==> src/rtl/mem_loader.sv <==
// ---------------------------------------------------------------------------
// mem_loader
//   Streams an image from a valid/ready source into an L1 word memory, one
//   word per cycle, starting at a programmable base address. The processing
//   unit is held while the load is in progress. A write that would run past
//   the top of the address space stops the load in an error state instead of
//   wrapping.
//
// Optional build feature:
//   MEM_LOADER_CHECKSUM_EN - adds output 'checksum', the modulo-2**DATA_WIDTH
//                            sum of all words accepted since the last start.
//
// Ports:
//   clk         in   clock, all state on its rising edge
//   reset       in   asynchronous active-low reset
//   start       in   one-cycle pulse, begins a load at base_addr
//   base_addr   in   first word address written
//   s_valid     in   stream word valid
//   s_ready     out  loader accepts a stream word (state decode only)
//   s_data      in   stream word
//   s_last      in   final word of the image
//   ram_en      out  memory port enable
//   ram_we      out  memory write enable
//   ram_addr    out  memory word address
//   ram_wdata   out  memory write data
//   pu_hold     out  holds the processing unit while loading
//   done        out  load completed without error
//   overflow    out  write attempted past the top address
//   checksum    out  running sum of accepted words (checksum build only)
//   word_count  out  words written in the current/last load
// ---------------------------------------------------------------------------
module mem_loader #(
    parameter int ADDR_WIDTH = 13,
    parameter int DATA_WIDTH = 32
) (
    input  logic                  clk,
    input  logic                  reset,
    input  logic                  start,
    input  logic [ADDR_WIDTH-1:0] base_addr,
    input  logic                  s_valid,
    output logic                  s_ready,
    input  logic [DATA_WIDTH-1:0] s_data,
    input  logic                  s_last,
    output logic                  ram_en,
    output logic                  ram_we,
    output logic [ADDR_WIDTH-1:0] ram_addr,
    output logic [DATA_WIDTH-1:0] ram_wdata,
    output logic                  pu_hold,
    output logic                  done,
    output logic                  overflow,
`ifdef MEM_LOADER_CHECKSUM_EN
    output logic [DATA_WIDTH-1:0] checksum,
`endif
    output logic [ADDR_WIDTH:0]   word_count
);

    typedef enum logic [1:0] {
        IDLE = 2'd0,
        LOAD = 2'd1,
        DONE = 2'd2,
        ERR  = 2'd3
    } state_e;

    localparam logic [ADDR_WIDTH-1:0] ADDR_TOP = '1;

    state_e                state_q, state_d;
    logic [ADDR_WIDTH-1:0] addr_q,  addr_d;
    logic [ADDR_WIDTH:0]   count_q, count_d;
    logic                  accept;

`ifdef MEM_LOADER_CHECKSUM_EN
    logic [DATA_WIDTH-1:0] cksum_q, cksum_d;
`endif

    // A word is taken whenever the loader is in LOAD and the source offers one;
    // s_ready itself is a pure state decode, so there is no s_valid -> s_ready path.
    assign accept = (state_q == LOAD) && s_valid;

    // ------------------------------------------------------------------
    // Next-state logic
    // ------------------------------------------------------------------
    always_comb begin
        // NOTE: every signal written here gets a default first, so no path
        // leaves it unassigned and no latch is inferred.
        state_d = state_q;
        addr_d  = addr_q;
        count_d = count_q;
`ifdef MEM_LOADER_CHECKSUM_EN
        cksum_d = cksum_q;
`endif
        case (state_q)
            LOAD: begin
                // start is deliberately ignored while a load is running.
                if (accept) begin
                    count_d = count_q + 1'b1;
`ifdef MEM_LOADER_CHECKSUM_EN
                    cksum_d = cksum_q + s_data;
`endif
                    // The address saturates at the top instead of wrapping.
                    if (addr_q != ADDR_TOP) begin
                        addr_d = addr_q + 1'b1;
                    end
                    if (s_last) begin
                        state_d = DONE;
                    end else if (addr_q == ADDR_TOP) begin
                        state_d = ERR;
                    end
                end
            end
            default: begin // IDLE, DONE, ERR: wait for a new start
                if (start) begin
                    state_d = LOAD;
                    addr_d  = base_addr;
                    count_d = '0;
`ifdef MEM_LOADER_CHECKSUM_EN
                    cksum_d = '0;
`endif
                end
            end
        endcase
    end

    // ------------------------------------------------------------------
    // State registers
    // ------------------------------------------------------------------
    always_ff @(posedge clk or negedge reset) begin
        if (!reset) begin
            state_q <= IDLE;
            addr_q  <= '0;
            count_q <= '0;
`ifdef MEM_LOADER_CHECKSUM_EN
            cksum_q <= '0;
`endif
        end else begin
            // NOTE: non-blocking assignments for all state, so every register
            // samples the pre-edge value of the others regardless of order.
            state_q <= state_d;
            addr_q  <= addr_d;
            count_q <= count_d;
`ifdef MEM_LOADER_CHECKSUM_EN
            cksum_q <= cksum_d;
`endif
        end
    end

    // ------------------------------------------------------------------
    // Outputs
    // ------------------------------------------------------------------
    always_comb begin
        s_ready   = (state_q == LOAD);
        ram_en    = accept;
        ram_we    = accept;
        ram_addr  = addr_q;
        ram_wdata = accept ? s_data : '0;
        done      = (state_q == DONE);
        overflow  = (state_q == ERR);
        // The hold rises in the same cycle start is sampled. The start term is
        // qualified with reset so that every output is 0 while reset is
        // asserted, even if start happens to be high.
        // NOTE: reset is a normal combinational input here; qualifying an
        // output with it does not put reset into any clocked path.
        pu_hold   = (state_q == LOAD) || (state_q == ERR) ||
                    (start && reset && (state_q != LOAD));
    end

    assign word_count = count_q;
`ifdef MEM_LOADER_CHECKSUM_EN
    assign checksum   = cksum_q;
`endif

endmodule

==> config.mk <==
export PLATFORM = sky130hd
export DESIGN_NAME = mem_loader
export DESIGN_NICKNAME = d
export VERILOG_FILES = /design/src/rtl/mem_loader.sv
export SDC_FILE = /design/constraint.sdc
export NUM_CORES = 1
export LEC_CHECK = 0
export CORE_MARGIN = 5
export CORE_UTILIZATION = 37
export DETAILED_ROUTE_END_ITERATION = 16
export PLACE_DENSITY = 0.77
export SETUP_SLACK_MARGIN = 0.4
export SLEW_MARGIN = 20
export SYNTH_ARGS = -nofsm -noshare
export SYNTH_HDL_FRONTEND = slang
export SYNTH_SLANG_ARGS = --single-unit
==> constraint.sdc <==
create_clock -name clk -period 2.2 [get_ports clk]
set_input_delay 0.33 -clock clk [delete_from_list [all_inputs] [get_ports clk]]
set_output_delay 0.33 -clock clk [all_outputs]
set_load 0.03 [all_outputs]
## Word-level counts from Yosys, hierarchy flattened

Cells that the tools add are included.
W data, S select, Z words.

- Bits in registers: 29
- Input port bits: 50
- Output and inout bits: 65

- Add/sub/neg operators: 2
- Equality and inequality tests: 9
- Multiplexer cells: 13
- Reductions and logical operators: 9

Operator list:

| cell | number |
|---|---|
| $mux W13 | 4 |
| $mux W14 | 3 |
| $mux W32 | 1 |
| $add A14 B1 Y14 const B | 1 |
| $add A13 B1 Y13 const B | 1 |
| $eq A13 B13 Y1 const B | 1 |
| $ne A13 B13 Y1 const B | 1 |
| $mux W2 | 5 |
| $ne A2 B1 Y1 const B | 3 |
| $reduce_and A3 Y1 | 2 |
| $eq A2 B2 Y1 const B | 2 |
| $logic_and A1 B1 Y1 | 3 |
| $ne A3 B1 Y1 const B | 1 |
| $eq A2 B1 Y1 const B | 1 |
| $logic_or A1 B1 Y1 | 2 |
| $reduce_and A2 Y1 | 1 |
| $reduce_bool A2 Y1 | 1 |

## Logic depth before layout (Yosys ltp)

- Depth after elaboration: 5
- Mapped depth: 9
- Mapped depth without buffers: 7

## Least setup slack after synthesis

OpenSTA, ideal clock, no wires.

- Path type: reg-to-reg
- Start point: register addr_q[0] (netlist: ram_addr[0])
- End point: register addr_q[8] (netlist: ram_addr[8])
- Setup time: 0.137 ns
- Data arrival time: 1.885 ns
- Path slack: 0.178 ns
- Cell stages (with the launch flop): 8
- Cell sequence: dfrtp_1 > ha_1 > and3_1 > clkbuf_1 > and4_1 > clkbuf_1 > a211oi_1 > a2bb2oi_1

- Longest elaborated chain between the ends: 4

RTL lines:

| element | line | source |
|---|---|---|
| start: declaration | 67 | `logic [ADDR_WIDTH-1:0] addr_q, addr_d;` |
| start signal: assignment | 138 | `addr_q <= addr_d;` |
| $add A13 B1 Y13 | 101 | `addr_d = addr_q + 1'b1;` |
| $mux W13 | 100 | `if (addr_q != ADDR_TOP) begin` |
| $mux W13 | 94 | `if (accept) begin` |
| $mux W13 | 91 | `case (state_q)` |

Parallel ways exist; a longest one is shown, timed or not. The select of a mux whose other input is x is not followed.
A chain may end at the register's enable or synchronous reset.

## Worst setup path in the final report

Ends and elaborated chain as after synthesis.

==> impl_summary.md <==
Floorplan
The core region is 5010 um2. The floorplan die height is 81.2 um. The initial core utilization is 0.374.

The die is 81.2 um wide. The standard-cell row count is 26. Pin placement for this block handled 115 I/O pins. The floorplan step defined a die boundary enclosing 6590 um2.

Global route
In the global route stage, met2 resource usage came out at 0.332. The combined global-route utilization of all metal layers is 0.190. Entering global routing, the biggest net connects 30 pins. The global-route wire length before repair is 9870 um.

The number of antenna violations at the first check in global routing came to 0. The total overflow left after global routing is 0. The number of global-route vias before repair came to 2037. The fraction of met1 tracks used by global routing is 0.238.

The global-route track usage on met3 is 0.0432. The most crowded layer after global routing is met2.

Routing
Detailed routing inserted a total of 2326 vias. The detail route stage leaves a number of antenna-violating nets equal to 0. After detailed routing, the total wire length is 7520 um. The post-route DRC violation count is 0.

Dividing the detail-routed wire length by the instance count gives 17.7 um. The initial detailed-routing violation count is 110. The routed via count divided by cell count is 5.47. The iteration count of the initial detailed-routing pass is 4.

Critical path
The highest-delay cell along the critical path is sky130_fd_sc_hd__dfrtp_2. STA classifies the critical path endpoint as a flop. STA classifies the critical path startpoint as a flop. STA puts the critical path data required time at 2390 ps. The maximum single-stage delay on the critical path is 460 ps.

Traced cell by cell, the critical path runs through ha_4, and3_1, and4_1, buf_4, a211oi_2, a2bb2oi_1. STA puts the critical path data arrival time at 2080 ps. The critical path is of the reg2reg type. Counting both buffers and inverters, the worst setup path holds a total of 1.

In this run the worst path has a maximum fanout of 10. The family of cells with the greatest summed delay on the critical path is compound AO/OA/AOI/OAI gates.

Synth
The post-synth design cell area is 1880 um2. The net count of the mapped netlist is 270. The gate count after technology mapping is 218. For this run, the leading register cell type out of synthesis is sky130_fd_sc_hd__dfrtp_1. The fraction of synthesis flops using an asynchronous set or reset pin is 1.00. The synthesized flop and latch total is 29.

During synthesis, Yosys emitted a total of 0 warnings. The average footprint of a synthesized cell is 8.60 um2. The netlist uses 41 different library cells.

The count of flip-flops with a built-in enable after synthesis is 0. The register area share after synthesis is 0.387.

Clocking
The clock transition at the registers of the reported paths is 70 ps. The count of hold buffers inserted by post-cts repair is 0. The tree is rooted in a sky130_fd_sc_hd__clkbuf_8. For this design, the sink count on the clock tree is 29. The CTS tree is yes. The number of CTS-inserted buffers is 5. The maximum count of clock buffers along a single path is 2. The later-pin clock latency in the skew report is 290 ps.

The H-tree level count is 2.

Finish
After the flow finishes, the layout carries non-filler instances totaling 425. The library cell used most frequently in the layout, excluding fill and tap cells, is sky130_fd_sc_hd__clkdlybuf4s50_1. The area growth from synthesis to final layout is 96.8%. The layout cell share with drive strength beyond 1 is 0.346. The antenna diode instance count is 0. The final design utilization is 0.737. The library cells used most frequently in the layout, excluding fill and tap cells, are sky130_fd_sc_hd__clkdlybuf4s50_1, sky130_fd_sc_hd__buf_6, sky130_fd_sc_hd__dfrtp_1. At the end of the flow, the number of nets in the layout was 406.

Power
The worst-case vdd ir drop is 715 uV. For this design the ratio of total power to cell area is 905 nW/um2. The reported leakage power is 1.63 nW.

Timing
The total count of max-transition violations in the final report is 0. The minimum clock period after layout is 1890 ps. For the pin with the worst max-slew slack, the measured transition is 570 ps. The setup clock skew after layout is 3.90 ps.

Static timing analysis puts the maximum clock frequency at 0.529 GHz. The number of hold-slack violations in the final timing report is 0. The worst pin sits at a relative slew slack of 0.620. The share of the clock period used by the worst path after layout is 0.859. The sum of negative setup slack is 0 ps.

The number of failing setup endpoints in the final timing report is 0. Setup repair after global routing could not meet its margin everywhere.

Job
The number of violations of the max-capacitance limit is 0.

Status
The flow ran to the end, and the final reports show no timing, DRC or antenna violations.

Hold path
The min-delay analysis places its worst path in the category in2async.

Placement
The number of input and output port buffers inserted is 114. The number of instances in the placed design is 397. The final HPWL from detailed placement is 4750 um.

At the end of routability-driven placement, the weighted congestion stood at 0.870.
## state kept, by name, summed over array words and instances, names as in the netlist
signal and cells:
ram_addr 13, state_q 2, word_count 14
## routing by layer
metal	share of wire	wire length, um
met1	0.37	2760
met2	0.54	4070
met3	0.070	525
met4	0.021	157
met5	0	0
## report_power, final
part           total (W)  internal, W  leakage [nW]  switching (W)
logic            0.00185     0.000875          1.21       0.000970
registers       0.000905     0.000681         0.360       0.000224
clock network   0.000589     0.000369        0.0585       0.000220
total            0.00334      0.00193          1.63        0.00141
## worst paths after layout
check / from / to / slack, ps / cells past startpoint
max in group asynchronous: reset / ram_addr[1] / 1410 / 2
hold / removal: reset / ram_addr[10] / 480 / 2
setup / recovery: ram_addr[0] / ram_addr[8] / 310 / 6
hold reg to reg: word_count[13] / word_count[13] / 580 / 2
min in group clk: word_count[13] / word_count[13] / 580 / 2
setup reg to reg: ram_addr[0] / ram_addr[8] / 310 / 6
## cells by family after synthesis
kind of cell             synth area share
AND/OR/NAND/NOR                     0.316
AO/OA/AOI/OAI                       0.203
flip-flops                          0.387
buffers and inverters              0.0547
multiplexers                       0.0220
adder cells (fa/ha/maj)            0.0133
XOR/XNOR                          0.00467
## area by class of cell
class                           count  area, um2
Clock buffer                        7       86.3
Clock inverter                      1       30.0
Fill cell                         379       1320
Inverter                            6       40.0
Multi-Input combinational cell    166       1210
Sequential cell                    29        728
Tap cell                           70       87.6
Timing Repair Buffer              146       1510
## synth_stat cells (2+ instances only)
cell | n | area share
sky130_fd_sc_hd__and2_1 | 35 | 0.12
sky130_fd_sc_hd__dfrtp_1 | 29 | 0.39
sky130_fd_sc_hd__nand2_1 | 15 | 0.030
sky130_fd_sc_hd__a21oi_1 | 14 | 0.037
sky130_fd_sc_hd__clkbuf_1 | 11 | 0.022
sky130_fd_sc_hd__a2bb2oi_1 | 10 | 0.047
sky130_fd_sc_hd__o21ai_0 | 9 | 0.024
sky130_fd_sc_hd__nor2_1 | 8 | 0.016
sky130_fd_sc_hd__or4_1 | 8 | 0.032
sky130_fd_sc_hd__nand3_1 | 7 | 0.019
sky130_fd_sc_hd__nand4_1 | 7 | 0.023
sky130_fd_sc_hd__nor3_1 | 7 | 0.019
sky130_fd_sc_hd__o31ai_1 | 7 | 0.028
sky130_fd_sc_hd__a211oi_1 | 4 | 0.016
sky130_fd_sc_hd__and4_1 | 4 | 0.019
sky130_fd_sc_hd__inv_1 | 4 | 0.0080
sky130_fd_sc_hd__o22ai_1 | 4 | 0.013
sky130_fd_sc_hd__a31oi_1 | 3 | 0.010
sky130_fd_sc_hd__and3_1 | 3 | 0.010
sky130_fd_sc_hd__buf_2 | 3 | 0.0080
sky130_fd_sc_hd__mux2i_1 | 3 | 0.016
sky130_fd_sc_hd__a41oi_1 | 2 | 0.0093
sky130_fd_sc_hd__ha_1 | 2 | 0.013
sky130_fd_sc_hd__or3_1 | 2 | 0.0067
## per-stage QoR
stage | instance area [um2] | worst slack, ps | hold WS, ps | power [W]
detailed placement | 3060 | 199 | 561 | 0.00247
global placement | 3060 | 267 | 544 | 0.00245
CTS | 3300 | 401 | 499 | 0.00312
floorplan | 1920 | 390 | 34.4 | 0.00181
global route | 3690 | 303 | 540 | 0.00349
finish | 3690 | 311 | 484 | 0.00334
## what timing repair did
| item | in CTS | in global routing |
|---|---|---|
| endpoints found under the setup margin | 46 | 49 |
| gates cloned | 1 | 4 |
| resized for setup | 19 | 80 |
| endpoints found under the hold margin | 0 | 0 |
| pin swaps | 1 | 24 |
| setup buffers | 6 | 9 |
No activity file was read; power rests on OpenSTA's default activity.
